===== src/rtl/maze_probe.sv =====
`timescale 1ns/1ps
`default_nettype none
// ============================================================================
// Module  : maze_probe
// Brief   : Walks a SPRITE x SPRITE footprint through a 1-cycle-latency maze
//           colour ROM and reports wall / goal contact for a candidate move.
//           Optional macro MAZE_PROBE_EARLY_EXIT_EN ends a scan on the first wall.
// Rev     : 1.0  initial release
// ============================================================================
module maze_probe #(
    parameter int          WIDTH      = 96,
    parameter int          HEIGHT     = 64,
    parameter int          SPRITE     = 3,
    parameter logic [15:0] WALL_COLOR = 16'hFFFF,
    parameter logic [15:0] GOAL_COLOR = 16'h001F
) (
    input  logic        clk,
    input  logic        reset,
    input  logic        req,
    input  logic [6:0]  x,
    input  logic [5:0]  y,
    output logic [12:0] index,
    input  logic [15:0] data,
    output logic        busy,
    output logic        done,
    output logic        blocked,
    output logic        goal
);

    localparam int c_N  = SPRITE * SPRITE;
    localparam int c_KW = (c_N > 2) ? $clog2(c_N) : 1;
    localparam int c_CW = (SPRITE > 2) ? $clog2(SPRITE) : 1;

    localparam logic [c_KW-1:0] c_K_PRELAST = c_KW'((c_N >= 2) ? (c_N - 2) : 0);
    localparam logic [c_CW-1:0] c_COL_LAST  = c_CW'(SPRITE - 1);
    localparam logic [12:0]     c_ROW_STEP  = 13'(WIDTH - SPRITE + 1);
    localparam logic [12:0]     c_WIDTH13   = 13'(WIDTH);
    localparam logic [7:0]      c_SPRITE8   = 8'(SPRITE);
    localparam logic [7:0]      c_WIDTH8    = 8'(WIDTH);
    localparam logic [7:0]      c_HEIGHT8   = 8'(HEIGHT);

`ifdef MAZE_PROBE_EARLY_EXIT_EN
    localparam bit c_EARLY_EXIT = 1'b1;
`else
    localparam bit c_EARLY_EXIT = 1'b0;
`endif

    localparam logic [1:0] S_IDLE  = 2'd0;
    localparam logic [1:0] S_SCAN  = 2'd1;
    localparam logic [1:0] S_DRAIN = 2'd2;

    logic [1:0]      state_q, state_d;
    logic [12:0]     index_q, index_d;
    logic [c_KW-1:0] cnt_q, cnt_d;
    logic [c_CW-1:0] col_q, col_d;
    logic            v1_q, v1_d;
    logic            v2_q, v2_d;
    logic            wall_hit_q, wall_hit_d;
    logic            goal_hit_q, goal_hit_d;
    logic            busy_q, busy_d;
    logic            done_q, done_d;
    logic            blocked_q, blocked_d;
    logic            goal_q, goal_d;

    logic [7:0]  w_x_end;
    logic [7:0]  w_y_end;
    logic        w_offscreen;
    logic [12:0] w_start_addr;
    logic        w_wall_px;
    logic        w_goal_px;
    logic        w_scan_last;
    logic        w_final;
    logic        w_abort;
    logic        w_wall_any;

    assign w_x_end      = {1'b0, x} + c_SPRITE8;
    assign w_y_end      = {2'b00, y} + c_SPRITE8;
    assign w_offscreen  = (w_x_end > c_WIDTH8) || (w_y_end > c_HEIGHT8);
    assign w_start_addr = ({7'd0, y} * c_WIDTH13) + {6'd0, x};

    // Stage 2 valid lines up with the ROM word for the address issued two edges ago.
    assign w_wall_px   = v2_q && (data == WALL_COLOR);
    assign w_goal_px   = v2_q && (data == GOAL_COLOR);
    assign w_wall_any  = wall_hit_q | w_wall_px;
    assign w_scan_last = (state_q == S_SCAN) && (cnt_q == c_K_PRELAST);
    assign w_final     = (state_q == S_DRAIN) && v2_q && !v1_q;
    assign w_abort     = c_EARLY_EXIT && w_wall_px && (state_q != S_IDLE);

    always_ff @(posedge clk or posedge reset) begin
        if (reset) begin
            state_q <= S_IDLE;
        end else begin
            state_q <= state_d;
        end
    end

    always_comb begin
        state_d = state_q;
        case (state_q)
            S_IDLE: begin
                if (req && !w_offscreen) begin
                    state_d = (c_N == 1) ? S_DRAIN : S_SCAN;
                end
            end
            S_SCAN: begin
                if (w_abort) begin
                    state_d = S_IDLE;
                end else if (w_scan_last) begin
                    state_d = S_DRAIN;
                end
            end
            S_DRAIN: begin
                if (w_abort || w_final) begin
                    state_d = S_IDLE;
                end
            end
            default: state_d = S_IDLE;
        endcase
    end

    always_comb begin
        index_d    = index_q;
        cnt_d      = cnt_q;
        col_d      = col_q;
        v1_d       = 1'b0;
        v2_d       = v1_q;
        wall_hit_d = wall_hit_q | w_wall_px;
        goal_hit_d = goal_hit_q | w_goal_px;
        busy_d     = busy_q;
        done_d     = 1'b0;
        blocked_d  = blocked_q;
        goal_d     = goal_q;

        case (state_q)
            S_IDLE: begin
                if (req) begin
                    if (w_offscreen) begin
                        done_d    = 1'b1;
                        blocked_d = 1'b1;
                        goal_d    = 1'b0;
                    end else begin
                        index_d    = w_start_addr;
                        cnt_d      = '0;
                        col_d      = '0;
                        v1_d       = 1'b1;
                        wall_hit_d = 1'b0;
                        goal_hit_d = 1'b0;
                        busy_d     = 1'b1;
                    end
                end
            end
            S_SCAN: begin
                // Row-major walk: step by one, or jump to the next row's first column.
                v1_d  = 1'b1;
                cnt_d = cnt_q + 1'b1;
                if (col_q == c_COL_LAST) begin
                    col_d   = '0;
                    index_d = index_q + c_ROW_STEP;
                end else begin
                    col_d   = col_q + 1'b1;
                    index_d = index_q + 13'd1;
                end
            end
            default: ;
        endcase

        if (w_abort) begin
            done_d    = 1'b1;
            blocked_d = 1'b1;
            goal_d    = 1'b0;
            busy_d    = 1'b0;
            v1_d      = 1'b0;
            v2_d      = 1'b0;
        end else if (w_final) begin
            done_d    = 1'b1;
            blocked_d = w_wall_any;
            goal_d    = (goal_hit_q | w_goal_px) & ~w_wall_any;
            busy_d    = 1'b0;
        end
    end

    always_ff @(posedge clk or posedge reset) begin
        if (reset) begin
            index_q    <= '0;
            cnt_q      <= '0;
            col_q      <= '0;
            v1_q       <= 1'b0;
            v2_q       <= 1'b0;
            wall_hit_q <= 1'b0;
            goal_hit_q <= 1'b0;
            busy_q     <= 1'b0;
            done_q     <= 1'b0;
            blocked_q  <= 1'b0;
            goal_q     <= 1'b0;
        end else begin
            index_q    <= index_d;
            cnt_q      <= cnt_d;
            col_q      <= col_d;
            v1_q       <= v1_d;
            v2_q       <= v2_d;
            wall_hit_q <= wall_hit_d;
            goal_hit_q <= goal_hit_d;
            busy_q     <= busy_d;
            done_q     <= done_d;
            blocked_q  <= blocked_d;
            goal_q     <= goal_d;
        end
    end

    assign index   = index_q;
    assign busy    = busy_q;
    assign done    = done_q;
    assign blocked = blocked_q;
    assign goal    = goal_q;

endmodule
`default_nettype wire

===== config.mk =====
export PLATFORM = sky130hd
export DESIGN_NAME = maze_probe
export DESIGN_NICKNAME = d
export VERILOG_FILES = /design/src/rtl/maze_probe.sv
export SDC_FILE = /design/constraint.sdc
export NUM_CORES = 1
export LEC_CHECK = 0
export CAP_MARGIN = 25
export CORE_ASPECT_RATIO = 1.1
export CORE_MARGIN = 2
export CORE_UTILIZATION = 51
export CTS_CLUSTER_DIAMETER = 40
export CTS_CLUSTER_SIZE = 24
export DETAILED_ROUTE_END_ITERATION = 10
export PLACE_DENSITY = 0.93
export SETUP_SLACK_MARGIN = 0.02
export SYNTH_ARGS = -nofsm -noshare
export SYNTH_HDL_FRONTEND = slang
export SYNTH_SLANG_ARGS = --single-unit

===== constraint.sdc =====
create_clock -name clk -period 2.28 [get_ports clk]
set_input_delay 0.456 -clock clk [delete_from_list [all_inputs] [get_ports clk]]
set_output_delay 0.456 -clock clk [all_outputs]
set_load 0.005 [all_outputs]

# --- Word level (Yosys, flattened, before mapping) ---
# Cells that the tools add are included.
# W data, S select, Z words.
word_totals:
  in_bits: 32
  elab_cells: 96
  reg_bits: 29
  output_inout_bits: 17
op_classes:
  n_eq_ne: 12
  order_cmp: 2
  n_bitwise: 4
  addsub: 7
  n_mux: 40
  reduce_logical: 18
  n_mul: 1
op_table:
  columns: ["op", "count"]
  rows:
  - ["$mux W13", 3]
  - ["$pmux W13 S2", 1]
  - ["$mux W1", 24]
  - ["$eq A16 B16 Y1 const B", 1]
  - ["$eq A16 B5 Y1 const B", 1]
  - ["$add A13 B1 Y13 const B", 1]
  - ["$add A13 B7 Y13", 1]
  - ["$add A13 B7 Y13 const B", 1]
  - ["$mux W2", 6]
  - ["$reduce_and A3 Y1", 4]
  - ["$ne A2 B2 Y1 const B", 5]
  - ["$add A7 B2 Y8 const B", 1]
  - ["$gt A8 B7 Y1 const B", 1]
  - ["$mul A6 B2 Y8 const B", 1]
  - ["$mux W4", 2]
  - ["$pmux W4 S2", 1]
  - ["$reduce_bool A2 Y1", 4]
  - ["$add A6 B2 Y7 const B", 1]
  - ["$gt A7 B7 Y1 const B", 1]
  - ["$logic_and A1 B1 Y1", 6]
  - ["$pmux W2 S3", 1]
  - ["$add A4 B1 Y4 const B", 1]
  - ["$eq A2 B2 Y1 const B", 2]
  - ["$eq A4 B3 Y1 const B", 1]
  - ["11 further kinds", 13]

# --- Longest topological paths before layout ---
logic_depth:
  word_depth: 7
  ltp_mapped: 9

# --- Least setup slack after synthesis ---
# No wires, ideal clock.
synth_timing:
  path_kind: "input to register"
  startpoint: "input port y[0]"
  endpoint: "register index_q[12], in the netlist index[12]"
  n_path_buf: 0
  setup_ps: 67
  setup_slack_ps: -102
  arrival_ps: 2314
  path_stages: 7
  path_cell_list: "ha_1 -> fa_1 -> nor2b_1 -> nand4_1 -> or4b_1 -> a21boi_1 -> o221a_1"
synth_between:
  elab_chain_cells: 5
  word_cells_on_any_way: 10
synth_lines:
  columns: ["element", "line_no", "text"]
  rows:
  - ["start, declared", "21", "input logic [5:0] y,"]
  - ["$mul A6 B2 Y8 or $add A6 B2 Y7 (tied branches)", "79, 77", null]
  - ["$add A13 B7 Y13 or $gt A7 B7 Y1 (tied branches)", "79, 78", null]
  - ["$mux W13 or $logic_or A1 B1 Y1 (tied branches)", "137, 78", null]
  - ["$mux W13 or $ne A2 B2 Y1 (tied branches)", null, null]
  - ["$pmux W13 S2 or $reduce_and A3 Y1 (tied branches)", null, null]
  - ["end signal, assigned", "196", "index_q <= index_d;"]
  - ["end, declared", "53", "logic [12:0] index_q, index_d;"]
# Several ways; a longest one is shown, not always the timed one. The select of a mux whose other input is x is not followed.
# A chain may end at the register's enable or synchronous reset.

# --- Final worst setup path ---
layout_timing:
  startpoint: "input port y[1]"
  endpoint: "register index_q[12], in the netlist index[12]"
# The elaborated chain is that of the path after synthesis.

==> impl_metrics.ini <==
[setup_path]
cp_data_arrival_time_ps = 2430
cp_max_fo = 3
end_kind = flip-flop
cp_slowest_cell = fa_2
cp_cell_sequence = buf_2 > buf_4 > fa_2 > a21o_1 > a21oi_4 > buf_4 > nor2_1 > o41a_1 > o211ai_2 > o221a_1
cpPeakStageDelay_ps = 410
path_buf_inv = 3
critical_path_class = input port to flip-flop
required_ps = 2500
crit_top_cell = buf_4
start_kind = input port
critPathTopFamily = compound AO/OA/AOI/OAI gates

[finish]
final_common_cell = buf_4
final_cell_mix = buf_4 (47), clkdlybuf4s50_1 (41), dfrtp_1 (29), nand2_1 (20), nor2_1 (17)
final_layout_size_suffix_gt1_share_pct = 27.9
post-route-util_pct = 80.2
antenna_cells = 0
stdcell_area_um2 = 3250
layout.nets = 382
syn_to_final_growth_pct = 48.9

[drt]
wl_per_cell_um = 16.9
drt_pass1_iterations = 4
ant_nets = 0
viasPerCell = 5.98
drt_iter0_markers = 272
route.detailed.drc = 0
vias = 2304
route.final.wire_length_um = 6530

[clocking]
cts_hold_buffers = 0
clk-insertion-delay-late_ps = 280
cts_tree = yes
root_buffer = clkbuf_8
max-clock-path-buffers = 2
clk_pin_slew_worst_paths_ps = 60
cts_made_buffers = 5
cts_htree_levels = 2
cts_sinks = 29

[timing]
maxSlewViolCount = 0
fin_crit_ps = 2220
hold_violations = 0
fmaxAchievable_ghz = 0.451
worstMarginPinSlew_ps = 464
slew_headroom_pct = 69.1
rsz0062_at_grt = yes
clock_skew_ps = 4.43
final-setup-viol-count = 0
min_period_over_period_pct = 97.2

[place]
place_congestion = 0.854
io_buffers = 48
dpl_cell_area_um2 = 3060
hpwl_um = 4940

[logic_synthesis]
synthesis.nets = 286
synth_fa_ha_area_share_pct = 11.0
synth-seq-cells = 29
yosysSeqAreaShare_pct = 33.2
syn_area_per_cell_um2 = 9.26
synth-compound-area-share_pct = 22.2
ys_warn_count = 0
synth_top_family_by_area = compound AO/OA/AOI/OAI gates
synth_xor_area_share_pct = 6.19
synth_edf_count = 0
synth_area_um2 = 2180
ys_types = 61
synth_ff_type = dfrtp_1
async_flop_share_pct = 100
synthCells = 236
yosys.area_share.simple_pct = 21.2
muxShareOfSynthArea_pct = 2.46

[global_routing]
grt_max_degree = 30
antenna_found_initial = 0
overflow = 0
grt_pass1_wl_um = 10500
track_usage_pct = 27.8
grt_pass1_vias = 2363

[power]
power_density_nw_per_um2 = 982
p_leak_nw = 1.42
peakVddDrop_mv = 0.364

[floorplanning]
placementRows = 24
dieWidth_um = 66.4
die_area_um2 = 4820
initial_core_util_pct = 53.9
die_height_um = 72.6
top_level_ports = 49
core_area_um2 = 4050

[job]
drv_cap = 0

[run_status]
status = finished clean

[worst_hold_path]
hold_class = flip-flop to flip-flop
-- cell type report --
type                       count  area (um^2)
clock buffer                   6         72.6
clock inverter                 2         10.0
fill                         240          801
inverter                      12         45.0
multi-input combinational    188         1510
sequential                    29          726
tap                           52         65.1
timing repair buffer          96          826
-- logic make-up after synthesis --
logic type      after synthesis
compound gates               65
xor+xnor                     13
fa+ha+maj                    18
buf+inv                      19
flops                        29
mux                           5
simple gates                 87
-- registers in the layout, summed over array words and instances (netlist names) --
| register | count |
|---|---|
| blocked | 1 |
| busy | 1 |
| cnt_q | 4 |
| col_q | 2 |
| done | 1 |
| goal | 1 |
| goal_hit_q | 1 |
| index | 13 |
| state_q | 2 |
| v1_q | 1 |
| v2_q | 1 |
| wall_hit_q | 1 |
-- timing repair --
item	CTS	global route
setup buffers	4	1
hold endpoints to repair	0	0
setup endpoints to repair	25	4
pin swaps	11	10
resized for setup	14	22
cloned	0	0
-- through the flow --
stage	hold slack, ps	setup slack (ps)	power [mW]	setup TNS [ps]	cells
floorplan	355	-50.0	1.93	-50.0	236
global placement	357	-630	2.57	-8150	372
detailed placement	383	-717	2.69	-11110	372
CTS	392	11.1	3.13	0	384
global route	403	-32.7	3.41	-66.1	385
finish	390	63.0	3.19	0	385
-- worst register-to-register path, cell delays in order, from the launching register on --
cell and delay [ps]:
dfrtp_1 500, inv_1 110, ha_1 260, or3b_1 190, a21oi_1 70, o22ai_1 320, nand3_1 160, xnor2_1 160
mux2_2 260
-- worst paths after layout --
path                            startpoint        end  depth (start not counted)  slack, ps
worst max register to register    index[1]  index[11]                          8        130
worst min register to register        v1_q       v2_q                          0        390
max in group asynchronous            reset   col_q[0]                          3       1460
worst max-delay path                  y[1]  index[12]                         10         60
worst min-delay path                  v1_q       v2_q                          0        390
min in group asynchronous            reset   index[2]                          3        540
-- power by group --
part | total (mW) | internal [mW] | switching (mW)
Combinational | 1.80 | 0.937 | 0.863
Sequential | 0.990 | 0.728 | 0.262
Clock | 0.404 | 0.211 | 0.194
Total | 3.19 | 1.88 | 1.32
-- per-layer routing --
metal / vias up / wire, um / track usage, % / share of wire, %
met5: - / 0 / 0 / 0
li1: 1067 / - / - / -
met3: 22 / 388 / 5.40 / 5.9
met2: 113 / 3440 / 50.4 / 53
met1: 1102 / 2500 / 31.6 / 38
met4: 0 / 190 / 11.6 / 2.9
-- cell usage after synthesis, drive strengths merged, types with 5 or more instances --
cell / count / area share [%]
dfrtp: 29 / 33
nand2: 20 / 3.4
nor2: 17 / 2.9
a21oi: 16 / 3.8
ha: 16 / 9.2
inv: 12 / 2.1
o21ai: 11 / 2.7
nor3: 9 / 2.3
nand3: 8 / 1.8
xnor2: 7 / 2.8
nand2b: 6 / 1.7
nand4: 6 / 1.7
nor2b: 6 / 1.7
a31oi: 5 / 1.7
clkbuf: 5 / 0.86
xor2: 5 / 2.3
Power figures use the tool's default switching activity.
